==> src/rtl/mem_arbiter.sv <==
// mem_arbiter: shares one memory port between the I-cache refill controller
// and the D-cache refill/writeback controller. One requester owns the port for
// a whole burst of BEATS acknowledged word transfers. Contention is resolved
// round-robin. A one-cycle holdoff after every burst keeps a requester's
// stale request from being granted again.
module mem_arbiter #(
    parameter int BEATS = 4,
    parameter int XLEN  = 32
) (
    input  logic            clk,
    input  logic            reset_n,
    input  logic            i_req,
    input  logic [XLEN-1:0] i_addr,
    output logic [XLEN-1:0] i_data,
    output logic            i_ack,
    input  logic            d_req,
    input  logic            d_we,
    input  logic [XLEN-1:0] d_addr,
    input  logic [XLEN-1:0] d_wdata,
    output logic [XLEN-1:0] d_data,
    output logic            d_ack,
    output logic            mem_req,
    output logic            mem_we,
    output logic [XLEN-1:0] mem_addr,
    output logic [XLEN-1:0] mem_wdata,
    input  logic [XLEN-1:0] mem_data,
    input  logic            mem_ack,
    output logic [1:0]      grant,
    output logic            busy
);

    localparam int CNT_W = $clog2(BEATS) + 1;
    localparam logic [CNT_W-1:0] LAST_BEAT = CNT_W'(BEATS - 1);

    typedef enum logic [1:0] {
        IDLE    = 2'b00,
        GRANT_I = 2'b01,
        GRANT_D = 2'b10,
        RELEASE = 2'b11
    } state_t;

    state_t           state_r;
    state_t           next_state_s;
    logic [CNT_W-1:0] beat_cnt_r;
    logic [CNT_W-1:0] beat_cnt_next_s;
    logic             last_grant_r;       // 0 = I side, 1 = D side
    logic             last_grant_next_s;

    // State register, beat counter and round-robin pointer
    always_ff @(posedge clk or negedge reset_n) begin
        if (!reset_n) begin
            state_r      <= IDLE;
            beat_cnt_r   <= {CNT_W{1'b0}};
            last_grant_r <= 1'b1;          // I side wins the first tie
        end else begin
            state_r      <= next_state_s;
            beat_cnt_r   <= beat_cnt_next_s;
            last_grant_r <= last_grant_next_s;
        end
    end

    // Next-state: grant selection in IDLE, burst counting and abort while granted
    always_comb begin
        next_state_s      = state_r;
        beat_cnt_next_s   = beat_cnt_r;
        last_grant_next_s = last_grant_r;
        case (state_r)
            IDLE: begin
                if (i_req && (!d_req || last_grant_r)) begin
                    next_state_s      = GRANT_I;
                    beat_cnt_next_s   = {CNT_W{1'b0}};
                    last_grant_next_s = 1'b0;
                end else if (d_req) begin
                    next_state_s      = GRANT_D;
                    beat_cnt_next_s   = {CNT_W{1'b0}};
                    last_grant_next_s = 1'b1;
                end else begin
                    next_state_s = IDLE;
                end
            end
            GRANT_I: begin
                if (!i_req) begin
                    next_state_s = RELEASE;
                end else if (mem_ack) begin
                    beat_cnt_next_s = beat_cnt_r + {{(CNT_W-1){1'b0}}, 1'b1};
                    if (beat_cnt_r == LAST_BEAT) begin
                        next_state_s = RELEASE;
                    end else begin
                        next_state_s = GRANT_I;
                    end
                end else begin
                    next_state_s = GRANT_I;
                end
            end
            GRANT_D: begin
                if (!d_req) begin
                    next_state_s = RELEASE;
                end else if (mem_ack) begin
                    beat_cnt_next_s = beat_cnt_r + {{(CNT_W-1){1'b0}}, 1'b1};
                    if (beat_cnt_r == LAST_BEAT) begin
                        next_state_s = RELEASE;
                    end else begin
                        next_state_s = GRANT_D;
                    end
                end else begin
                    next_state_s = GRANT_D;
                end
            end
            RELEASE: begin
                next_state_s = IDLE;
            end
            default: begin
                next_state_s = IDLE;
            end
        endcase
    end

    // Datapath steering: connect only the owning requester, everything else held at 0
    always_comb begin
        mem_req   = 1'b0;
        mem_we    = 1'b0;
        mem_addr  = {XLEN{1'b0}};
        mem_wdata = {XLEN{1'b0}};
        i_ack     = 1'b0;
        i_data    = {XLEN{1'b0}};
        d_ack     = 1'b0;
        d_data    = {XLEN{1'b0}};
        grant     = 2'b00;
        case (state_r)
            GRANT_I: begin
                grant    = 2'b01;
                mem_req  = i_req;
                mem_addr = i_addr;
                // an ack arriving in the cycle the requester aborts is dropped
                i_ack    = mem_ack & i_req;
                i_data   = mem_data;
            end
            GRANT_D: begin
                grant     = 2'b10;
                mem_req   = d_req;
                mem_we    = d_we;
                mem_addr  = d_addr;
                mem_wdata = d_wdata;
                d_ack     = mem_ack & d_req;
                d_data    = mem_data;
            end
            default: begin
                grant = 2'b00;
            end
        endcase
        busy = (grant != 2'b00);
    end

endmodule

==> config.mk <==
export PLATFORM = sky130hd
export DESIGN_NAME = mem_arbiter
export DESIGN_NICKNAME = d
export VERILOG_FILES = /design/src/rtl/mem_arbiter.sv
export SDC_FILE = /design/constraint.sdc
export NUM_CORES = 1
export LEC_CHECK = 0
export CAP_MARGIN = 20
export CORE_AREA = 4 4 103 105
export DETAILED_ROUTE_END_ITERATION = 8
export DIE_AREA = 0 0 107 109
export GPL_TIMING_DRIVEN = 0
export MAX_ROUTING_LAYER = met4
export PLACE_DENSITY = 0.76
export SLEW_MARGIN = 10
export SYNTH_ARGS = -nofsm -noshare
export SYNTH_HDL_FRONTEND = slang
export SYNTH_SLANG_ARGS = --single-unit
export TNS_END_PERCENT = 1
==> constraint.sdc <==
create_clock -name clk -period 2.2 [get_ports clk]
set_input_delay 0.33 -clock clk [delete_from_list [all_inputs] [get_ports clk]]
set_output_delay 0.33 -clock clk [all_outputs]
set_load 0.05 [all_outputs]
==> impl_metrics.tcl, run 1 <==
set metrics [dict create \
    status "finished clean" \
    synth_fp_nets 371 \
    drive_gt1_frac 0.433 \
    cts_tree "done" \
    r2r-end "beat_cnt_r[2]" \
    cts_setup_buffers 0 \
    r2r-start "state_r[0]" \
    yosys_warnings 0 \
    switching_share 0.628 \
    combPwrFrac 0.947 \
    yosys.area_share.simple 0.568 \
    synthXorXnorAreaFrac 0 \
    die_h_um 109 \
    hold_viol 0 \
    ys_async_sr_fraction 1.00 \
    setup_violations 0 \
    rsz0062_at_grt "yes" \
    cts_max_level 1 \
    drt_first_iter_violations 95 \
    power_frac_seq 0.029 \
    post-synth-top-count-cell "and2_1" \
    reg2reg_slack_ns 0.38 \
    antenna_left 0 \
    fin_crit_sh 0.968 \
    via_count 2762 \
    gr-total-overflow 0 \
    synth_compound_area_frac 0.224 \
    grt_max_degree 11 \
    wl_per_cell_um 15.6 \
    ys_ff_latch 6 \
    synth-edff-count 0 \
    insertion_delay_ns 0.23 \
    power.net_switching_uw 4690 \
    synth_common_cells "97 x and2_1, 34 x nor2b_1, 33 x a22oi_1" \
    clkTransAtPathRegs_ns 0.04 \
    numCtsBuffers 3 \
    crit_path_max_fanout 10 \
    vias_per_cell 4.34 \
    yosys.area_share.adder 0.0399 \
    synth_top_area_share 0.387 \
    cts_hold_buf 0 \
    muxShareOfSynthArea 0 \
    track_usage 0.162 \
    wl_um 9960 \
    worstSetupStartpoint "state_r[0]" \
    fin_ws_ns 0.0694 \
    synth_ff_type "dfrtp_1" \
    ys_seq_area_frac 0.0966 \
    pre_cts_slack_ns -1.02 \
    end_kind "output pin" \
    p_leak_uw 0.00211 \
    worstPathRequired_ns 1.87 \
    syn2layout_area_growth_pct 178 \
    grt_pass1_wl_um 14700 \
    gp_congestion 0.806 \
    drcViolationCount 0 \
    synth.area.top_cells "and2_1 39%, a22oi_1 16%, nor2b_1 14%" \
    dr.pass1.iters 4 \
    clockBufferDepth 2 \
    antenna_found_initial 0 \
    intPower_uw 2780 \
    ir_worst_vdd_mv 0.659 \
    multi_input_area_um2 1580 \
    syn_inst 232 \
    critPathKind "register to output pin" \
    drv_slew 0 \
    initial_core_util 0.163 \
    insertedDiodeCount 0 \
    cts_sinks 6 \
    synth_top_cell_by_area "and2_1" \
    maxSlewHeadroom 0.646 \
    nets 644 \
    dp_hpwl_um 8640 \
    die_area_um2 11700 \
    regArea_um2 151 \
    clock_power_share 0.024 \
    ff2ff_path_depth 6 \
    powerDensity_nw_per_um2 1710 \
    fin_skew_ns 0.00439 \
    synth_cell_types 25 \
    fmax_mhz 469 \
    synth_top_family_by_area "simple AND/OR/NAND/NOR gates" \
    hp-class "primary input to asynchronous set/reset pin" \
    grt_pass1_vias 2993 \
    die_x_um 107 \
    netlist_area_um2 1570 \
    holdWs_ns 0.353 \
    num_rows 36 \
    worst_slew_pin_slew_ns 0.529 \
    fp.coreArea_um2 9640 \
    root_buffer "clkbuf_8" \
    crit_path_start_kind "register" \
    fin_crit_ns 2.13 \
    syn_avg_cell_area_um2 6.75 \
    port_buffers 268 \
    worstPathArrival_ns 1.80 \
    pin_count 269 \
    fillCellCount 1023 \
    max_cap_viol_count 0 \
]
-- worst max-delay path by stage --
stage                    to  cells past startpoint  slack (ns)
2_1_floorplan    i_data[11]                      6       -0.07
3_3_place_gp    mem_addr[3]                      7       -1.01
3_5_place_dp    mem_addr[5]                      7       -1.02
4_1_cts         mem_addr[1]                      7      -0.006
5_1_grt        mem_addr[21]                      7       -0.06
6_report              d_ack                      5        0.07
-- metrics by stage --
step                      setup TNS, ns  cells  power (uW)   util  instance area [um2]
after detailed placement         -91.59    633        7660  0.487                 4690
final                                 0    637        7470  0.452                 4360
after floorplan                   -2.50    232        5370      -                 1840
after CTS                      -0.00643    637        7570  0.481                 4630
after global routing             -0.449    637        7850  0.452                 4360
after global placement           -88.73    633        7570  0.487                 4690
-- worst max-delay path: stages (launching register included) --
cell and delay (ns):
dfrtp_1 0.37, inv_1 0.08, ha_2 0.21, clkbuf_1 0.30, and3_2 0.24, clkdlybuf4s15_2 0.37
-- per-layer routing --
metal / GRT usage / up-vias / wire length (um)
met3: 0.0485 / 17 / 1110
met2: 0.304 / 185 / 5160
met5: - / - / 0
met1: 0.165 / 1248 / 3520
met4: 0.0393 / 0 / 171
li1: - / 1312 / -
-- power by group through the flow --
stage	logic (uW)	clock network [uW]	registers, uW
2_1_floorplan	5160	0	205
3_3_place_gp	7360	0	210
3_5_place_dp	7440	0	217
6_report	7080	178	215
5_1_grt	7440	191	223
4_1_cts	7170	183	215
-- flip-flops by register name, indices dropped and copies added, names as in the netlist --
| signal | flops |
|---|---|
| state_r | 2 |
| beat_cnt_r | 3 |
| last_grant_r | 1 |
-- kinds of logic after synthesis --
logic type               count (synthesis)
AND/OR/NAND/NOR                        146
AO/OA/AOI/OAI                           46
buffers and inverters                   29
flip-flops                               6
adder cells (fa/ha/maj)                  5
-- cell type report --
cell class / count / share of cell area
plain buffers: 24 / 0.0390
multi-input cells: 197 / 0.363
repair buffers: 268 / 0.510
well taps: 133 / 0.0382
flip-flops and latches: 6 / 0.0347
inverters: 5 / 0.00430
clock buffers: 4 / 0.0103
-- timing repair --
action | 4_1_cts | 5_1_grt
gates cloned | 0 | 0
hold endpoints to repair | 0 | 0
gates resized for setup | 574 | 161
setup endpoints to repair | 132 | 122
-- cells in the final DEF, fill, tap and decap left out --
cell / synthesis / routed
clkdlybuf4s15_2: 0 / 10
a211o_1: 2 / 2
and2_1: 97 / 77
nor2b_4: 0 / 33
nand2_1: 8 / 8
o21bai_4: 1 / 1
and3_2: 1 / 1
ha_2: 0 / 1
a221o_1: 1 / 1
a211oi_1: 2 / 2
buf_4: 0 / 32
clkdlybuf4s18_2: 0 / 2
buf_2: 2 / 66
o21ai_0: 1 / 1
a21oi_1: 3 / 3
dfstp_2: 1 / 1
clkdlybuf4s50_1: 0 / 136
a22oi_2: 0 / 1
clkbuf_8: 0 / 5
and2_2: 0 / 20
buf_6: 0 / 1
o22ai_1: 1 / 1
inv_2: 1 / 1
inv_1: 4 / 4
nor3_1: 2 / 2
a22o_2: 1 / 1
dfrtp_1: 5 / 5
clkbuf_2: 0 / 11
nor2_1: 2 / 2
clkbuf_1: 22 / 2
nor2b_1: 34 / 1
and3b_1: 1 / 1
and3_1: 1 / 1
a31oi_1: 1 / 1
ha_1: 5 / 4
a22oi_1: 33 / 32
clkbuf_4: 0 / 31
(Power assumes the default switching activity.)
==> inputs of run 2 (changes only) <==
--- a/config.mk
+++ b/config.mk
@@ -6,12 +6,12 @@
 export NUM_CORES = 1
 export LEC_CHECK = 0
 export CAP_MARGIN = 20
-export CORE_AREA = 4 4 103 105
+export CORE_AREA = 4 4 101 103
 export DETAILED_ROUTE_END_ITERATION = 8
-export DIE_AREA = 0 0 107 109
+export DIE_AREA = 0 0 105 107
 export GPL_TIMING_DRIVEN = 0
 export MAX_ROUTING_LAYER = met4
-export PLACE_DENSITY = 0.76
+export PLACE_DENSITY_LB_ADDON = 0.15
 export SLEW_MARGIN = 10
 export SYNTH_ARGS = -nofsm -noshare
 export SYNTH_HDL_FRONTEND = slang
==> constraint.sdc (replaced) <==
create_clock -name clk -period 2.6 [get_ports clk]
set_input_delay 0.39 -clock clk [delete_from_list [all_inputs] [get_ports clk]]
set_output_delay 0.39 -clock clk [all_outputs]
set_load 0.05 [all_outputs]
==> run 2 against run 1 <==
Compared with the run above:
- clock power down 15%
- non-clock buffer count unchanged
- hold slack better by 0.064 ns
- register-to-register slack better by 0.38 ns
- via count down 5.7%
- count of clock-buffer cells in the layout unchanged
- critical path depth up 1
- flip-flop and latch count unchanged
- total power down 25%
- global-route usage up 0.56 points
- sequential share of layout area up 0.18 points
- cell count down 3.5%
==> impl_metrics.tcl, run 2 (synthesis results as in run 1) <==
set metrics [dict create \
    fillCellCount 986 \
    crit_path_start_kind "register" \
    wl_per_cell_um 16.6 \
    fin_skew_ns 0.00815 \
    gr-total-overflow 0 \
    port_buffers 268 \
    grt_pass1_wl_um 14700 \
    drcViolationCount 0 \
    clockBufferDepth 2 \
    numCtsBuffers 3 \
    dr.pass1.iters 4 \
    worstPathRequired_ns 2.21 \
    drt_first_iter_violations 63 \
    post-place-cells 611 \
    grt_max_degree 11 \
    fmax_mhz 396 \
    final_cell_mix "136 x clkdlybuf4s50_1, 97 x and2_1, 74 x clkbuf_2" \
    cts_max_level 1 \
    cts_tree "done" \
    max_cap_viol_count 0 \
    pin_count 269 \
    antenna_left 0 \
    reg.largest.list "beat_cnt_r (3), state_r (2), last_grant_r (1)" \
    track_usage 0.167 \
    hp-class "primary input to asynchronous set/reset pin" \
    fin_crit_sh 0.971 \
    insertion_delay_ns 0.23 \
    rsz0062_at_grt "yes" \
    antenna_found_initial 0 \
    drv_slew 0 \
    fin_crit_ns 2.52 \
    end_kind "output pin" \
    syn2layout_area_growth_pct 165 \
    p_leak_uw 0.00186 \
    fin_cells 615 \
    drive_gt1_frac 0.268 \
    top_register "beat_cnt_r" \
    nets 644 \
    ir_worst_vdd_mv 0.563 \
    root_buffer "clkbuf_8" \
    grt_pass1_vias 2570 \
    status "finished clean" \
    die_h_um 107 \
    via_count 2605 \
    worstPathArrival_ns 2.13 \
    gp_congestion 0.816 \
    die_x_um 105 \
    fp.coreArea_um2 9200 \
    largest_register_ffs 3 \
    vias_per_cell 4.24 \
    dp_hpwl_um 8750 \
    maxSlewHeadroom 0.660 \
    multi_input_area_um2 1310 \
    worst_slew_pin_slew_ns 0.508 \
    setup_violations 0 \
    powerDensity_nw_per_um2 1350 \
    wl_um 10200 \
    layout_commonest_cell "clkdlybuf4s50_1" \
    regArea_um2 151 \
    num_rows 35 \
    insertedDiodeCount 0 \
    crit_path_max_fanout 10 \
    hold_viol 0 \
    critPathKind "register to output pin" \
    clkTransAtPathRegs_ns 0.04 \
    initial_core_util 0.170 \
    utilization 0.451 \
    die_area_um2 11200 \
    cts_sinks 6 \
    cts_setup_buffers 0 \
]
run 2: stage by stage:
stage          cell area, um2  power (uW)  setup WS (ns)  hold slack [ns]  setup TNS (ns)
2_1_floorplan            1570        3980         -0.164           0.0944           -4.76
3_3_place_gp             4390        5880         -0.553            0.494          -41.42
3_5_place_dp             4390        5910         -0.613            0.509          -43.17
4_1_cts                  4410        5770       0.000433            0.421               0
5_1_grt                  4150        5940        -0.0734            0.432          -0.457
6_report                 4150        5620         0.0762            0.417               0
run 2: worst max-delay path, stage by stage (launching register included):
cell             delay, ns
dfrtp_1               0.37
inv_1                 0.08
ha_1                  0.23
clkbuf_4              0.25
clkbuf_1              0.29
and2_1                0.19
clkdlybuf4s15_1       0.49
run 2: final cells by class:
type,instances,area share
Timing Repair Buffer,268,0.574
Buffer,24,0.0262
Sequential cell,6,0.0365
Tap cell,111,0.0335
Clock buffer,4,0.0109
Inverter,5,0.00452
Multi-Input combinational cell,197,0.315
run 2: path summary, 6_finish.rpt:
kind                               startpoint       endpoint  slack (ns)  cells after the start
worst max-delay path               state_r[0]   mem_wdata[4]        0.08                      6
worst min-delay path                  reset_n     state_r[0]        0.42                      1
worst max register to register     state_r[0]  beat_cnt_r[0]        0.76                      6
worst min register to register  beat_cnt_r[2]  beat_cnt_r[2]        0.52                      1
max in group asynchronous             reset_n   last_grant_r        1.89                      1
min in group clk                beat_cnt_r[2]  beat_cnt_r[2]        0.52                      1
run 2: report_power, final:
part / internal (uW) / switching (uW)
clock: 106 / 45.8
combinational: 1590 / 3690
sequential: 147 / 33.4
run 2: timing repair:
action | 4_1_cts | 5_1_grt
pin swaps | 0 | 0
cloned | 0 | 0
hold buffers | 0 | 0
endpoints found under the setup margin | 132 | 95
resized for setup | 246 | 136
run 2: routing by layer:
metal  wire [um]  GRT usage  up-vias
met5           0          -        -
met2        5490      0.319      115
met3         490     0.0283        8
met4          93     0.0122        0
li1            -          -     1314
met1        4120      0.191     1168
==> inputs of run 3 (changes only) <==
--- a/config.mk
+++ b/config.mk
@@ -12,6 +12,7 @@
 export GPL_TIMING_DRIVEN = 0
 export MAX_ROUTING_LAYER = met4
 export PLACE_DENSITY_LB_ADDON = 0.15
+export SKIP_LAST_GASP = 1
 export SLEW_MARGIN = 10
 export SYNTH_ARGS = -nofsm -noshare
 export SYNTH_HDL_FRONTEND = slang
==> run 3 against run 2 <==
Compared with the run above:
- the flow now finishes with violations (negative setup slack)
- flip-flop and latch count did not move
- worst setup slack lost 0.26 ns
- total power fell by 0.43%
- maximum frequency down 9.4%
- clock skew barely moved
- sequential power about the same
- routed wire length down 0.65%
- hold slack got worse by 0.00064 ns
- register-to-register slack worse by 0.04 ns
- sequential share of layout area fell by 0.13 points
- die area is the same
- combinational power hardly changed
- critical path type unchanged
- critical endpoint is now i_data[27]
- largest cell class unchanged
- highest routed layer unchanged
==> impl_metrics.tcl, run 3 (synthesis results as in run 1) <==
set metrics [dict create \
    reg.largest.list "beat_cnt_r (3), state_r (2), last_grant_r (1)" \
    drt_first_iter_violations 72 \
    cts_setup_buffers 0 \
    final_cell_mix "145 x clkdlybuf4s50_1, 97 x and2_1, 93 x dlygate4sd2_1" \
    root_buffer "clkbuf_8" \
    grt_max_degree 11 \
    cts_tree "done" \
    num_rows 35 \
    antenna_left 0 \
    grt_pass1_wl_um 14700 \
    track_usage 0.167 \
    fmax_mhz 359 \
    end_kind "output pin" \
    rsz0062_at_grt "yes" \
    crit_path_cell_trace "inv_1 > ha_1 > clkbuf_1 > clkbuf_2 > clkbuf_1 > and2_1 > clkdlybuf4s15_1" \
    fin_ws_ns -0.187 \
    drv_slew 0 \
    fin_skew_ns 0.00856 \
    hold_viol 0 \
    crit_path_start_kind "register" \
    dr.pass1.iters 4 \
    clkTransAtPathRegs_ns 0.04 \
    layout_commonest_cell "clkdlybuf4s50_1" \
    vias_per_cell 4.21 \
    grt_pass1_vias 2561 \
    wl_per_cell_um 16.5 \
    ff2ff_path_depth 6 \
    fp.coreArea_um2 9200 \
    port_buffers 268 \
    worst_slew_pin_slew_ns 0.539 \
    dp_hpwl_um 8750 \
    p_leak_uw 0.00210 \
    fin_crit_sh 1.07 \
    crit_path_max_fanout 10 \
    die_h_um 107 \
    status "complete, but fails checks" \
    critPathKind "register to output pin" \
    pin_count 269 \
    drive_gt1_frac 0.0575 \
    clockBufferDepth 2 \
    fin_crit_ns 2.79 \
    violations "negative setup slack" \
    r2r-start "state_r[0]" \
    fin_cells 615 \
    cp_common_cell "clkbuf_1" \
    die_x_um 105 \
    insertion_delay_ns 0.23 \
    ir_worst_vdd_mv 0.558 \
    cts_max_level 1 \
    powerDensity_nw_per_um2 1300 \
    cts_sinks 6 \
    numCtsBuffers 3 \
    reg2reg_slack_ns 0.72 \
    worstPathRequired_ns 2.21 \
    gp_congestion 0.816 \
    initial_core_util 0.170 \
    hp-class "primary input to asynchronous set/reset pin" \
    syn2layout_area_growth_pct 175 \
    maxSlewHeadroom 0.642 \
    post-place-cells 611 \
    utilization 0.468 \
    insertedDiodeCount 0 \
    r2r-end "beat_cnt_r[0]" \
    slowest_delay_ns 0.51 \
    via_count 2588 \
    critical_path.slowest_cell "clkdlybuf4s15_1" \
    top_register "beat_cnt_r" \
    max_cap_viol_count 0 \
    drcViolationCount 0 \
    worstPathArrival_ns 2.40 \
    antenna_found_initial 0 \
    gr-total-overflow 0 \
    setup_violations 91 \
    wl_um 10100 \
    nets 644 \
    largest_register_ffs 3 \
    die_area_um2 11200 \
]
==> run 3: cell types whose count changed in the layout (fill, tap and decap cells not counted) <==
cell             delta
buf_1               -1
buf_2               -3
dlygate4sd2_1      +76
clkbuf_1            +6
clkdlybuf4s15_1    +15
clkdlybuf4s15_2    -38
clkbuf_4            -1
clkbuf_2           -62
clkdlybuf4s50_1     +9
clkdlybuf4s18_2     -2
dlymetal6s2s_1      +1
==> run 3: stage by stage <==
step	hold WS [ns]	instance area [um2]	setup slack, ns	total power (uW)	setup TNS [ns]
6_report	0.417	4310	-0.187	5590	-5.66
3_3_place_gp	0.494	4390	-0.553	5880	-41.42
4_1_cts	0.421	4330	-0.276	5680	-15.24
2_1_floorplan	0.0944	1570	-0.164	3980	-4.76
5_1_grt	0.432	4310	-0.380	5910	-25.92
3_5_place_dp	0.509	4390	-0.613	5910	-43.17
==> run 3: how the worst max path moves through the flow <==
stage	startpoint	to	slack, ns	depth (start not counted)
finish	state_r[1]	i_data[27]	-0.19	7
global route	state_r[1]	i_data[23]	-0.38	7
CTS	state_r[1]	i_data[27]	-0.28	7
detailed placement	state_r[0]	mem_addr[14]	-0.61	7
global placement	state_r[0]	mem_addr[31]	-0.55	7
floorplan	state_r[0]	mem_addr[10]	-0.16	6
==> run 3: report_power, final <==
part | leakage (uW) | switching [uW] | internal [uW] | total, uW
registers | 0.0000735 | 33.7 | 147 | 181
logic | 0.00200 | 3680 | 1590 | 5260
clock network | 0.0000228 | 45.7 | 106 | 152
total | 0.00210 | 3760 | 1840 | 5590
==> run 3: layout make-up <==
cell class              instances  area [um2]
repair buffers                268        2550
well taps                     111         139
flip-flops and latches          6         151
plain buffers                  24         100
fillers                       985        4890
clock buffers                   4        45.0
inverters                       5        18.8
multi-input cells             197        1310
==> run 3: metal layers <==
layer / global-route usage / share of wire / vias to the layer above
met5: - / 0 / -
met4: 0.0122 / 0.0061 / 0
met3: 0.0283 / 0.049 / 4
met2: 0.317 / 0.54 / 113
met1: 0.193 / 0.40 / 1155
li1: - / - / 1316
==> run 3: worst max-delay path: cells and delay by family, from the launching register on <==
| family | cells | cell delay, ns |
|---|---|---|
| adders and majority gates | 1 | 0.17 |
| buffers and inverters | 5 | 1.46 |
| DFF | 1 | 0.37 |
| and+or+nand+nor | 1 | 0.17 |
==> run 3: repair_timing <==
| item | in CTS | in global routing |
|---|---|---|
| resized for setup | 160 | 12 |
| hold buffers | 0 | 0 |
| cloned | 0 | 0 |
| setup endpoints to repair | 132 | 132 |
